[config.mk]
export PLATFORM = sky130hd
export DESIGN_NAME = pet2001_tap_player
export DESIGN_NICKNAME = d
export VERILOG_FILES = /design/src/rtl/pet2001_tap_player.sv
export SDC_FILE = /design/constraint.sdc
export NUM_CORES = 1
export LEC_CHECK = 0
export ABC_AREA = 1
export BUFFER_PORTS_ARGS = -buffer_cell sky130_fd_sc_hd__clkbuf_2
export CAP_MARGIN = 20
export CORE_UTILIZATION = 45
export CTS_CLUSTER_DIAMETER = 150
export CTS_CLUSTER_SIZE = 10
export DETAILED_ROUTE_END_ITERATION = 6
export PLACE_DENSITY_LB_ADDON = 0.1
export SLEW_MARGIN = 0
export SYNTH_ARGS = -nofsm -noshare
export SYNTH_HDL_FRONTEND = slang
export SYNTH_SLANG_ARGS = --single-unit
[constraint.sdc]
create_clock -name clk -period 3.3 [get_ports clk]
set_input_delay 0.66 -clock clk [delete_from_list [all_inputs] [get_ports clk]]
set_output_delay 0.66 -clock clk [all_outputs]
set_load 0.005 [all_outputs]
[src/rtl/pet2001_tap_player.sv]
// pet2001_tap_player: replays a TAP image as the PET cassette #1 read signal.
//
// Ports:
//   clk, reset        system clock, asynchronous active-high reset
//   ce                CPU clock enable; all pulse timing counts ce cycles
//   tap_v1            TAP version select (0 = v0, 1 = v1), latched on play
//   play, stop        single-cycle session start / abort (stop wins)
//   in_data/in_valid/in_last/in_ready
//                     TAP byte stream from the image loader (valid/ready)
//   cass_motor_n      PIA motor control, 0 = motor running
//   cass_read         emulated tape read line (low during the low phase)
//   cass_sense_n      play-key sense, 0 while a session is active
//   busy              session active
module pet2001_tap_player #(
    parameter int CNT_W = 24
) (
    input  logic       clk,
    input  logic       reset,
    input  logic       ce,
    input  logic       tap_v1,
    input  logic       play,
    input  logic       stop,
    input  logic [7:0] in_data,
    input  logic       in_valid,
    input  logic       in_last,
    output logic       in_ready,
    input  logic       cass_motor_n,
    output logic       cass_read,
    output logic       cass_sense_n,
    output logic       busy
);
    typedef enum logic [2:0] {IDLE, FETCH, EXT0, EXT1, EXT2, LOWPH, HIGHPH} state_t;

    localparam logic [CNT_W-1:0] ONE = {{(CNT_W-1){1'b0}}, 1'b1};

    state_t           state, state_nx;
    logic [CNT_W-1:0] cnt, hi, period, low, high;
    logic [15:0]      ext;
    logic             v1, last, last_nx, xfer, tick, ext_go, done;

    always_ff @(posedge clk or posedge reset) begin
        if (reset) state <= IDLE;
        else       state <= state_nx;
    end

    always_comb begin
        state_nx     = state;
        busy         = (state != IDLE);
        cass_sense_n = (state == IDLE);
        cass_read    = (state != LOWPH);
        in_ready     = (state == FETCH) || (state == EXT0) || (state == EXT1) || (state == EXT2);
        xfer         = in_ready && in_valid;
        // timing only advances while the emulated deck is actually turning
        tick         = ce && !cass_motor_n;
        // the end-of-image flag covers every byte of the current pulse
        last_nx      = (state == FETCH) ? in_last : (last || in_last);
        ext_go       = xfer && (state == FETCH) && (in_data == 8'd0) && v1;
        done         = xfer && ((state == EXT2) || ((state == FETCH) && !ext_go));
        period       = (state == EXT2)     ? CNT_W'({in_data, ext}) :
                       (in_data != 8'd0)   ? CNT_W'({in_data, 3'b000}) :
                                             CNT_W'(12'd2048);
        low          = period >> 1;
        high         = period - low;
        case (state)
            IDLE:    if (play) state_nx = FETCH;
            FETCH:   if (ext_go) state_nx = EXT0;
            EXT0:    if (xfer) state_nx = EXT1;
            EXT1:    if (xfer) state_nx = EXT2;
            LOWPH:   if (tick && cnt == ONE) state_nx = HIGHPH;
            HIGHPH:  if (tick && cnt == ONE) state_nx = last ? IDLE : FETCH;
            default: ;
        endcase
        // a zero period emits nothing; a period of 1 has no low half
        if (done) state_nx = (period == '0) ? (last_nx ? IDLE : FETCH) :
                             (low == '0)    ? HIGHPH : LOWPH;
        if (stop) state_nx = IDLE;
    end

    always_ff @(posedge clk or posedge reset) begin
        if (reset) begin
            cnt  <= '0;
            hi   <= '0;
            ext  <= '0;
            v1   <= 1'b0;
            last <= 1'b0;
        end else if (stop) begin
            cnt  <= '0;
            ext  <= '0;
            last <= 1'b0;
        end else begin
            if (state == IDLE && play) v1 <= tap_v1;
            if (xfer) last <= last_nx;
            if (xfer && state == EXT0) ext[7:0] <= in_data;
            if (xfer && state == EXT1) ext[15:8] <= in_data;
            if (done) begin
                cnt <= (low == '0) ? high : low;
                hi  <= high;
            end else if (tick && state == LOWPH) begin
                cnt <= (cnt == ONE) ? hi : cnt - ONE;
            end else if (tick && state == HIGHPH) begin
                cnt <= cnt - ONE;
            end
        end
    end
endmodule
==> results.md <==
* Syn. warnings at 0
* TritonCTS buffer count at 9
* First-pass GRT wire length at about 33,000 µm
* Clock slew at reported path FFs at 70 ps
* Buffer count from post-CTS setup fixing at 0
* Final setup vio count at 0
* Synth Cell Area at 6492 µm²
* Final global-route overflow total at 0
* Number of distinct library cells after synthesis at 53
* Crit Path Max Fanout at 25
* F_max at approximately 330 MHz
* Vias at 6,352
* Crit. End Element: flip-flop
* Die Ht at roughly 120 µm
* Share of the synthesized area in the top cell type at about a quarter
* Die ar. at approximately 15,000 µm²
* Nets at ~1,100
* Top FF cell, synth: dfrtp_1
* I/O pins at 21
* TritonCTS clock tree: yes
* Synthesis-stage register bit count at 69
* Crit Path Category: flip-flop to flip-flop
* Post-DP Area at 6945 µm²
* Final WL at 20,480 µm
* CTS Sinks at 69
* Fin util at between 50% and 60%
* Register area at around 1700 µm²
* Power Density at around 960 nW/µm²
* Detailed Place HPWL at between 15,000 and 20,000 µm
* Final Wtd Congestion at around 1.0
* Routed wire per std cell at roughly 17 µm
* Post-synthesis instance total at 970
* Core outline area at 13,990 µm²
* Num rows at between 40 and 50
* Final Hold Fails at 0
* Slew Viols, Final at 0
* Initial antenna violation count at 0
* Number of H-tree levels at 3
* Residual DRC at 0
* Ranking of synthesized cells by area: dfrtp_1 27%, nand2_1 12%, ha_1 7.9%, inv_1 7.2%, nor2_1 6.4%
* Post-route ant nets at 0
* Synth-to-layout area growth at 11.93%
* Worst hold path type: input pin to async pin
* Worst R2R Path Depth at 18
* Width of the die at roughly 120 µm
* Largest net degree at the start of global routing at 36
* Initial drt markers at roughly 630
* Clock Tree Root: clkbuf_16
* Fill cells at roughly 1,500
* Vias in the first global route at between 5,000 and 6,000
* Post-synth EDFFs at 0
* Synth Net Count at ~1,000
* Leakage at around 3.6 nW
* Post-synth top area cell: dfrtp_1
* Clk_skew at between 10 and 15 ps
* Footprint of the multi-input gates at between 4000 and 5000 µm²
* TNS Setup at 0 ps
* Final Cycle Share at between 90% and 100%
* Worst Path Required at about 3500 ps
* Reg-to-Reg End: cnt[16]
* Worst r2r src: state[1]
* Fraction of layout cells with a size suffix above 1 at between 10% and 20%
* Crit path DAT at 3300 ps
* Ant diodes at 0
* GRT Util Overall at 29.51%
* Post_cts resized at 0
* 1st-pass router iterations at 5
* Hold buffers post-CTS at 0
* Outcome: finished, final reports clean
* Seq/Total Area, Yosys at about a quarter
* Slew HR at between 50 and 60%
* Share of synthesized registers carrying an async set or reset at 100.0%
* Clock latency on the worst-skew pair at 350 ps
* CTS Buffer Depth at 2
* Post-Syn Area per Cell at approximately 6.7 µm²
* VDD IR max at 550.7 µV
* Startpoint types: flip-flop
* R2R Setup Slk at between 200 and 250 ps
* Maxcap violations at 0
* Fin area at 7267 µm²
* Clock period minus worst slack at roughly 3100 ps
* Via density at roughly 5.3
* RSZ-0062 raised after global routing: no
* Worst slew pin tran at ~660 ps
* Initial core utilization at a little under half
* Port Buffer Count at 20
[layer usage]
metal / routed length (µm) / global-route usage, % / vias to the layer above
li1: - / - / 3245
met1: 10060 / 42.81 / 2889
met2: 8715 / 44.10 / 190
met3: 1105 / 4.963 / 28
met4: 592 / 9.604 / 0
met5: 0 / 0 / -
[area by class of cell]
cell class	instances	area share [%]
clock inverters	5	0.5165
multi-input cells	737	57.13
repair buffers	56	5.269
well taps	180	3.099
clock buffers	11	3.202
flip-flops and latches	69	23.76
inverters	136	7.025
[through the flow]
stage                     std cells  power [mW]  setup WS (ps)  hold slack, ps
after global routing           1194       7.578          8.764           357.5
after floorplan                 970       4.616          315.4           442.2
after CTS                      1194       6.836          116.5           329.1
after detailed placement       1178       5.910          65.17           460.4
final                          1194       6.967          227.6           308.4
after global placement         1178       5.916          89.13           454.7
[critical path: stages (launching register included)]
cell,delay (ps)
dfrtp_1,440
nor2_4,190
nand2_8,150
nor2_1,190
ha_1,170
inv_1,80
fa_1,540
nand3_1,130
nand2_1,70
nand3_1,100
nand2_2,60
nand3_1,60
nand2_1,110
nand4_1,130
nand3_1,170
nand3_1,130
nand2_1,70
nand2_1,90
nand2_1,50
[power by group]
group	internal [mW]	switching (mW)
Sequential	1.15	0.248
Combinational	1.58	3.08
Clock	0.511	0.396
[cells in the final DEF, fill, tap and decap left out, types with 2 or more instances in the layout]
| master | synthesis | layout |
|---|---|---|
| nand4_1 | 21 | 21 |
| dfrtp_1 | 69 | 69 |
| a22oi_1 | 4 | 4 |
| o211ai_1 | 8 | 8 |
| clkinv_4 | 0 | 2 |
| nor3_1 | 11 | 11 |
| nor2_1 | 110 | 104 |
| nand2_1 | 205 | 205 |
| nor2_4 | 3 | 4 |
| nor4_1 | 6 | 6 |
| a21o_1 | 2 | 2 |
| a31oi_1 | 2 | 2 |
| nand3_1 | 68 | 68 |
| clkbuf_2 | 0 | 20 |
| nand3_2 | 6 | 6 |
| buf_4 | 3 | 35 |
| clkbuf_16 | 0 | 9 |
| nor4_4 | 2 | 2 |
| xor2_1 | 23 | 23 |
| o21ai_0 | 65 | 62 |
| xnor2_1 | 6 | 6 |
| inv_2 | 10 | 12 |
| nand2_4 | 6 | 5 |
| o21ai_1 | 14 | 16 |
| ha_1 | 41 | 40 |
| a211oi_1 | 2 | 2 |
| a21oi_2 | 3 | 3 |
| inv_1 | 125 | 123 |
| or2_2 | 2 | 2 |
| nand3b_1 | 4 | 4 |
| a21oi_1 | 65 | 65 |
| clkbuf_1 | 11 | 2 |
| o21ai_2 | 1 | 2 |
| clkinvlp_4 | 0 | 2 |
| o21bai_1 | 3 | 3 |
| nor2_2 | 6 | 11 |
| nand2_2 | 24 | 24 |
| o21a_1 | 7 | 7 |
| mux2_2 | 4 | 4 |
[cells in the mapped netlist (7+ instances only)]
library cell  count
a21oi_1          65
buf_2            10
clkbuf_1         11
dfrtp_1          69
ha_1             41
inv_1           125
inv_2            10
nand2_1         205
nand2_2          24
nand3_1          68
nand4_1          21
nor2_1          110
nor3_1           11
o211ai_1          8
o21a_1            7
o21ai_0          65
o21ai_1          14
xor2_1           23
[registers in the layout (all words and copies together), names as in the netlist]
register	count
cnt	24
ext	16
hi	24
last	1
state	3
v1	1
[worst max path at each step]
stage,start,endpoint,slack (ps),cells after the start
after global placement,in_data[3],cnt[19],90,15
after global routing,state[1],cnt[23],9,20
after detailed placement,in_data[3],cnt[18],70,17
after floorplan,state[1],cnt[10],320,20
after CTS,state[1],cnt[19],120,15
final,state[1],cnt[16],230,18
[logic make-up (layout without fill, tap and decap cells)]
group           Yosys count  in the layout  synth area share (%)
compound gates          183            183                 15.96
xor+xnor                 29             29                 3.912
fa+ha+maj                42             42                 8.210
buf+inv                 164            208                 10.25
flops                    69             69                 26.59
mux                       4              4                0.6937
simple gates            479            479                 34.38
(Power assumes the default switching activity.)
